### src/rtl/sm4_key_schedule.sv
// SM4 key-expansion engine: accepts a 128-bit master key over a valid/ready
// handshake, derives all 32 round keys RK_PER_CYCLE per clock into a bank,
// and serves them through a registered read port with forward or reversed
// (decrypt-order) indexing.
`timescale 1ns/1ps

module sm4_key_schedule #(
  parameter int RK_PER_CYCLE = 1
) (
  input  logic         clk,
  input  logic         rst_n,
  input  logic         key_valid,
  output logic         key_ready,
  input  logic [127:0] mkey,
  output logic         rk_ready,
  input  logic         rd_en,
  input  logic         rd_dec,
  input  logic [4:0]   rd_idx,
  output logic         rd_valid,
  output logic [31:0]  rd_data
);

  generate
    if (!(RK_PER_CYCLE == 1 || RK_PER_CYCLE == 2 ||
          RK_PER_CYCLE == 4 || RK_PER_CYCLE == 8)) begin : g_bad_rk_per_cycle
      $error("sm4_key_schedule: RK_PER_CYCLE must be 1, 2, 4 or 8");
    end
  endgenerate

  typedef enum logic [1:0] {
    IDLE   = 2'd0,
    EXPAND = 2'd1,
    DONE   = 2'd2
  } state_t;

  localparam logic [5:0] STEP = 6'(RK_PER_CYCLE);

  localparam logic [31:0] FK [4] = '{
    32'ha3b1bac6, 32'h56aa3350, 32'h677d9197, 32'hb27022dc
  };

  localparam logic [7:0] SBOX [256] = '{
    8'hd6, 8'h90, 8'he9, 8'hfe, 8'hcc, 8'he1, 8'h3d, 8'hb7, 8'h16, 8'hb6, 8'h14, 8'hc2, 8'h28, 8'hfb, 8'h2c, 8'h05,
    8'h2b, 8'h67, 8'h9a, 8'h76, 8'h2a, 8'hbe, 8'h04, 8'hc3, 8'haa, 8'h44, 8'h13, 8'h26, 8'h49, 8'h86, 8'h06, 8'h99,
    8'h9c, 8'h42, 8'h50, 8'hf4, 8'h91, 8'hef, 8'h98, 8'h7a, 8'h33, 8'h54, 8'h0b, 8'h43, 8'hed, 8'hcf, 8'hac, 8'h62,
    8'he4, 8'hb3, 8'h1c, 8'ha9, 8'hc9, 8'h08, 8'he8, 8'h95, 8'h80, 8'hdf, 8'h94, 8'hfa, 8'h75, 8'h8f, 8'h3f, 8'ha6,
    8'h47, 8'h07, 8'ha7, 8'hfc, 8'hf3, 8'h73, 8'h17, 8'hba, 8'h83, 8'h59, 8'h3c, 8'h19, 8'he6, 8'h85, 8'h4f, 8'ha8,
    8'h68, 8'h6b, 8'h81, 8'hb2, 8'h71, 8'h64, 8'hda, 8'h8b, 8'hf8, 8'heb, 8'h0f, 8'h4b, 8'h70, 8'h56, 8'h9d, 8'h35,
    8'h1e, 8'h24, 8'h0e, 8'h5e, 8'h63, 8'h58, 8'hd1, 8'ha2, 8'h25, 8'h22, 8'h7c, 8'h3b, 8'h01, 8'h21, 8'h78, 8'h87,
    8'hd4, 8'h00, 8'h46, 8'h57, 8'h9f, 8'hd3, 8'h27, 8'h52, 8'h4c, 8'h36, 8'h02, 8'he7, 8'ha0, 8'hc4, 8'hc8, 8'h9e,
    8'hea, 8'hbf, 8'h8a, 8'hd2, 8'h40, 8'hc7, 8'h38, 8'hb5, 8'ha3, 8'hf7, 8'hf2, 8'hce, 8'hf9, 8'h61, 8'h15, 8'ha1,
    8'he0, 8'hae, 8'h5d, 8'ha4, 8'h9b, 8'h34, 8'h1a, 8'h55, 8'had, 8'h93, 8'h32, 8'h30, 8'hf5, 8'h8c, 8'hb1, 8'he3,
    8'h1d, 8'hf6, 8'he2, 8'h2e, 8'h82, 8'h66, 8'hca, 8'h60, 8'hc0, 8'h29, 8'h23, 8'hab, 8'h0d, 8'h53, 8'h4e, 8'h6f,
    8'hd5, 8'hdb, 8'h37, 8'h45, 8'hde, 8'hfd, 8'h8e, 8'h2f, 8'h03, 8'hff, 8'h6a, 8'h72, 8'h6d, 8'h6c, 8'h5b, 8'h51,
    8'h8d, 8'h1b, 8'haf, 8'h92, 8'hbb, 8'hdd, 8'hbc, 8'h7f, 8'h11, 8'hd9, 8'h5c, 8'h41, 8'h1f, 8'h10, 8'h5a, 8'hd8,
    8'h0a, 8'hc1, 8'h31, 8'h88, 8'ha5, 8'hcd, 8'h7b, 8'hbd, 8'h2d, 8'h74, 8'hd0, 8'h12, 8'hb8, 8'he5, 8'hb4, 8'hb0,
    8'h89, 8'h69, 8'h97, 8'h4a, 8'h0c, 8'h96, 8'h77, 8'h7e, 8'h65, 8'hb9, 8'hf1, 8'h09, 8'hc5, 8'h6e, 8'hc6, 8'h84,
    8'h18, 8'hf0, 8'h7d, 8'hec, 8'h3a, 8'hdc, 8'h4d, 8'h20, 8'h79, 8'hee, 8'h5f, 8'h3e, 8'hd7, 8'hcb, 8'h39, 8'h48
  };

  // CK[i]: byte j is (4i+j)*7 mod 256, most significant byte first
  function automatic logic [31:0] ck_word(input logic [4:0] i);
    logic [31:0] w;
    logic [7:0]  base;
    logic [7:0]  b;
    w    = '0;
    base = {1'b0, i, 2'b00};
    for (int j = 0; j < 4; j++) begin
      b = (base + 8'(j)) * 8'd7;
      w[31-8*j -: 8] = b;
    end
    return w;
  endfunction

  // T': byte-wise S-box substitution followed by the key-schedule linear map
  function automatic logic [31:0] t_prime(input logic [31:0] x);
    logic [31:0] b;
    b = {SBOX[x[31:24]], SBOX[x[23:16]], SBOX[x[15:8]], SBOX[x[7:0]]};
    return b ^ {b[18:0], b[31:19]} ^ {b[8:0], b[31:9]};
  endfunction

  state_t      state;
  logic [5:0]  n;
  logic [31:0] k [4];
  logic [31:0] bank [32];
  logic [31:0] chain [RK_PER_CYCLE+4];

  // Chain RK_PER_CYCLE key steps: chain[s+4] is the round key for index n+s
  always_comb begin
    for (int s = 0; s < RK_PER_CYCLE + 4; s++) begin
      chain[s] = '0;
    end
    for (int j = 0; j < 4; j++) begin
      chain[j] = k[j];
    end
    for (int s = 0; s < RK_PER_CYCLE; s++) begin
      chain[s+4] = chain[s] ^ t_prime(chain[s+1] ^ chain[s+2] ^ chain[s+3] ^
                                      ck_word(n[4:0] + 5'(s)));
    end
  end

  // Control FSM: handshake, window update, bank writes and ready flags
  always_ff @(posedge clk or negedge rst_n) begin
    if (!rst_n) begin
      state     <= IDLE;
      key_ready <= 1'b1;
      rk_ready  <= 1'b0;
      n         <= '0;
      for (int j = 0; j < 4; j++) begin
        k[j] <= '0;
      end
      for (int i = 0; i < 32; i++) begin
        bank[i] <= '0;
      end
    end else begin
      case (state)
        IDLE, DONE: begin
          if (key_valid && key_ready) begin
            for (int j = 0; j < 4; j++) begin
              k[j] <= mkey[127-32*j -: 32] ^ FK[j];
            end
            n         <= '0;
            rk_ready  <= 1'b0;
            key_ready <= 1'b0;
            state     <= EXPAND;
          end
        end
        EXPAND: begin
          for (int s = 0; s < RK_PER_CYCLE; s++) begin
            bank[n[4:0] + 5'(s)] <= chain[s+4];
          end
          for (int j = 0; j < 4; j++) begin
            k[j] <= chain[RK_PER_CYCLE+j];
          end
          n <= n + STEP;
          if (n + STEP == 6'd32) begin
            state     <= DONE;
            rk_ready  <= 1'b1;
            key_ready <= 1'b1;
          end
        end
        default: begin
          state     <= IDLE;
          key_ready <= 1'b1;
          rk_ready  <= 1'b0;
        end
      endcase
    end
  end

  // Registered read port; reversed index 31-rd_idx is the bitwise inverse
  always_ff @(posedge clk or negedge rst_n) begin
    if (!rst_n) begin
      rd_valid <= 1'b0;
      rd_data  <= '0;
    end else begin
      rd_valid <= rd_en;
      if (rd_en) begin
        rd_data <= bank[rd_dec ? ~rd_idx : rd_idx];
      end
    end
  end

endmodule

### config.mk
export PLATFORM = sky130hd
export DESIGN_NAME = sm4_key_schedule
export DESIGN_NICKNAME = d
export VERILOG_FILES = /design/src/rtl/sm4_key_schedule.sv
export SDC_FILE = /design/constraint.sdc
export NUM_CORES = 2
export LEC_CHECK = 0
export ABC_CLOCK_PERIOD_IN_PS = 14300
export CORE_MARGIN = 2
export CORE_UTILIZATION = 65
export DETAILED_ROUTE_END_ITERATION = 8
export GPL_TIMING_DRIVEN = 0
export PLACE_DENSITY = 0.83
export RECOVER_POWER = 100
export SLEW_MARGIN = 20
export SYNTH_ARGS = -nofsm -noshare
export SYNTH_HDL_FRONTEND = slang
export SYNTH_SLANG_ARGS = --single-unit
export TNS_END_PERCENT = 10
### constraint.sdc
create_clock -name clk -period 14.3 [get_ports clk]
set_input_delay 1.43 -clock clk [delete_from_list [all_inputs] [get_ports clk]]
set_output_delay 1.43 -clock clk [all_outputs]
set_load 0.1 [all_outputs]
==> flow_summary.yaml, run 1 <==
placed_design:
  hpwl_um: 232000
  gp_congestion: 1.17
  io_buffers: 171
global_routing:
  grt_use_total_pct: 75.1
  grt_max_degree: 159
  grt_first_pass_wirelength_um: 575000
  grt-ovfl-total: 105
  grt_pass1_vias: 80900
clock_tree:
  clockBufferDepth: 3
  htreeDepth: 3
  cts_buffers: 109
  clock_sinks: 1194
  postCtsResizedCells: 0
  post-cts-setup-buffers: 0
  root_buffer: "clkbuf_16"
  hold_buffers: 0
yosys:
  ys_top_cells_by_count: "nand2_1, dfrtp_1, o21ai_0"
  yosys.cell_count.top_type: "nand2_1"
  synth_seq_cells: 1194
  synth_area_leaders: "dfrtp_1, mux4_2, nand2_1"
  ys.flop_type: "dfrtp_1"
  synth_top_area_share_pct: 44.4
  synth-edff-count: 0
  synth-seq-area-share_pct: 44.5
  yosys_warnings: 0
  async_flop_share_pct: 100
  netlist_instances: 6893
  yosys.cell_types.count: 104
  syn_area_um2: 67200
  synth.net_count: 7081
  syn_area_per_cell_um2: 9.75
  synth_largest_area_cell: "dfrtp_1"
run_status:
  outcome: "stopped before the end"
  stop_error: "[ERROR GRT-0116] Global routing finished with congestion. Check the congestion regions in the DRC Viewer."
  haltStage: "global routing"
floorplanning:
  die_w_um: 326
  die_y_um: 326
  initial_core_util_pct: 65.8
  io_pins: 173
  rows: 117
[through the flow]
step	hold slack, ns	area, µm²	util (%)	cells	setup slack [ns]
4_1_cts	0.485	74900	73.3	8648	6.47
2_1_floorplan	0.445	67200	-	6893	9.65
3_5_place_dp	0.463	71000	69.5	8444	6.74
3_3_place_gp	0.455	70600	69.1	8432	-38.69
[layer usage]
| layer | overflow | global-route usage [%] |
|---|---|---|
| met5 | 0 | 36.7 |
| met4 | 46 | 70.5 |
| met3 | 3 | 64.2 |
| met2 | 54 | 90.0 |
| met1 | 2 | 74.5 |
[kinds of logic after synthesis]
family | after synthesis | share of synthesized area (%)
compound gates | 2128 | 19.2
xor+xnor | 214 | 3.82
fa+ha+maj | 50 | 1.01
buf+inv | 716 | 4.66
flops | 1194 | 44.5
mux | 544 | 14.4
simple gates | 2047 | 12.5
==> inputs of run 2 (changes only) <==
CORE_UTILIZATION = 40   (was 65)
PLACE_DENSITY = not set   (was 0.83)
PLACE_DENSITY_LB_ADDON = 0.15   (was not set)
==> run 2 against run 1 <==
Synthesized area unchanged. Synthesized cell count unchanged. The flow now finishes, with violations (max-capacitance violations, max-slew violations).
==> flow_summary.yaml, run 2 <==
global_routing:
  grt_use_total_pct: 40.0
  grt-ovfl-total: 0
  grt_first_pass_wirelength_um: 484000
  grt_max_degree: 136
  grt_pass1_vias: 61300
  antenna_found_initial: 15
cells_and_area:
  finish.utilization_pct: 45.4
  largest_reg_flops: 1024
  nets: 7399
  most-common-layout-cells: "nand2_1, dfrtp_1, o21ai_0, clkbuf_1, nor2_1"
  regMostFlops: "bank"
  fin_area_um2: 75900
  drive_gt1_share_pct: 12.8
  mostFrequentLayoutCell: "nand2_1"
  area_delta_synth_final_pct: 12.9
clock_tree:
  postCtsResizedCells: 0
  cts_tree: "done"
  post-cts-setup-buffers: 0
  cts_buffers: 121
  clockBufferDepth: 3
  clk_latency_ns: 0.77
  htreeDepth: 3
  hold_buffers: 0
  clk_pin_slew_worst_paths_ns: 0.06
  root_buffer: "clkbuf_16"
  clock_sinks: 1194
critical_path:
  crit_top_cell: "clkbuf_1"
  critPathSlowestCell: "nor4_1"
  critPathLaunchType: "flip-flop"
  cp.arrival_ns: 10.99
  r2r_cells: 16
  critical_path.max_stage_delay_ns: 2.37
  crit_chain: "fa_1, inv_1, fa_1, xor2_1, xnor2_1, clkbuf_1, clkbuf_1, a31oi_1, nor4_1, nor3_1, nor4_1, xnor2_1, xnor2_1, clkbuf_1, clkbuf_1, o21ai_0"
  end_kind: "flip-flop"
  rrSetupSlack_ns: 3.92
  r2r-start: "n[0]$_DFFE_PN0P_"
  crit_fanout: 10
  cp.required_ns: 14.91
  worstSetupPathType: "flip-flop to flip-flop"
  worstReg2RegEnd: "bank[873]$_DFFE_PN0P_"
  startpoint: "n[0]$_DFFE_PN0P_"
sta:
  fmaxAchievable_ghz: 0.0963
  final-hold-violation-count: 0
  period_needed_ns: 10.38
  worst_pin_slew_ns: 5.00
  timing.final.crit_share_pct: 72.6
  setup_viol: 0
  whs_ns: 0.475
  maxSlewHeadroom_pct: -234
  setup_tns_ns: 0
  skew_ns: 0.0502
  rsz0062_at_grt: "false"
  slew_violations: 310
yosys:
  async_flop_share_pct: 100
  ys.flop_type: "dfrtp_1"
  netlist_instances: 6893
  synth_largest_area_cell: "dfrtp_1"
  synth_area_leaders: "dfrtp_1, mux4_2, nand2_1"
  synth-seq-area-share_pct: 44.5
  synth-edff-count: 0
  synth.net_count: 7081
  synth_seq_cells: 1194
  ys_top_cells_by_count: "nand2_1, dfrtp_1, o21ai_0"
  yosys.cell_count.top_type: "nand2_1"
  syn_area_per_cell_um2: 9.75
  yosys_warnings: 0
  yosys.cell_types.count: 104
  synth_top_area_share_pct: 44.4
  syn_area_um2: 67200
floorplanning:
  rows: 150
  die_y_um: 414
  core-area_um2: 167000
  die_w_um: 414
  initial_core_util_pct: 40.2
  io_pins: 173
  die_area_um2: 171000
drt:
  drtIter0Drc: 8992
  wire_per_inst_um: 36.4
  via_per_inst: 6.68
  drt_pass1_iterations: 6
  final_antenna_net_count: 0
  detail_route.wirelength_um: 347000
  drc_errors: 0
  vias: 63600
worst_hold_path:
  worstHoldPathCells: 2
  whs_endpoint: "bank[497]$_DFFE_PN0P_"
  hold_path.class: "flip-flop to flip-flop"
  hold_path.startpoint: "bank[497]$_DFFE_PN0P_"
run_status:
  failed_checks: "max-capacitance violations, max-slew violations"
  outcome: "complete, but fails checks"
run:
  maxCapViolCount: 15
placed_design:
  dpl_cell_area_um2: 72300
  gp_congestion: 1.04
  io_buffers: 171
  hpwl_um: 258000
[run 2: cell counts after synthesis]
No cell type changed its count.
[run 2: stage by stage]
stage               worst slack [ns]  cells
floorplan                       9.65   6893
global placement              -42.58   9268
detailed placement              6.15   9290
CTS                             6.13   9514
global route                    3.24   9521
finish                          3.92   9527
[run 2: final cells by class]
cell class	count	area [µm²]
buffer	689	2930
tap	2204	2760
timing repair buffer	195	2010
fill	16200	91200
clock inverter	42	502
sequential	1194	29900
multi-input combinational	4983	34100
clock buffer	182	3580
inverter	27	101
antenna	11	27.5
[run 2: layer usage]
| metal | track usage [%] | wire length, µm | part of all wire [%] |
|---|---|---|---|
| met1 | 54.0 | 136000 | 39 |
| met2 | 58.6 | 148000 | 43 |
| met4 | 21.9 | 24400 | 7.0 |
| met3 | 10.5 | 38200 | 11 |
| met5 | 0 | 40 | 0.012 |
[run 2: logic make-up (layout without fill, tap and decap cells)]
| logic type | after synthesis | count (layout) | share of synthesized area [%] |
|---|---|---|---|
| buffers and inverters | 716 | 1135 | 4.66 |
| AOI/OAI and AO/OA | 2128 | 2128 | 19.2 |
| muxes | 544 | 544 | 14.4 |
| other | 0 | 11 | 0 |
| and+or+nand+nor | 2047 | 2047 | 12.5 |
| adders and majority gates | 50 | 50 | 1.01 |
| xor gates and xnor gates | 214 | 214 | 3.82 |
| DFF | 1194 | 1194 | 44.5 |
[run 2: worst max path at each step]
stage | slack (ns) | end | cells after the start
6_report | 3.92 | bank[873]$_DFFE_PN0P_ | 16
5_1_grt | 3.24 | bank[302]$_DFFE_PN0P_ | 4
4_1_cts | 6.13 | bank[369]$_DFFE_PN0P_ | 17
3_5_place_dp | 6.15 | bank[369]$_DFFE_PN0P_ | 17
3_3_place_gp | -42.58 | bank[403]$_DFFE_PN0P_ | 1
2_1_floorplan | 9.65 | bank[136]$_DFFE_PN0P_ | 16
[run 2: worst max-delay path: cells and delay by family (launching register included)]
kind,cells,cell delay [ns]
compound gates,2,0.37
simple gates,3,3.16
fa+ha+maj,2,1.32
buf+inv,5,2.54
flops,1,0.58
xor+xnor,4,2.23
Power of run 2 is left out: the tool's default activity adds up to more than one toggle a clock period on the data nets, which glitch-free logic cannot reach.
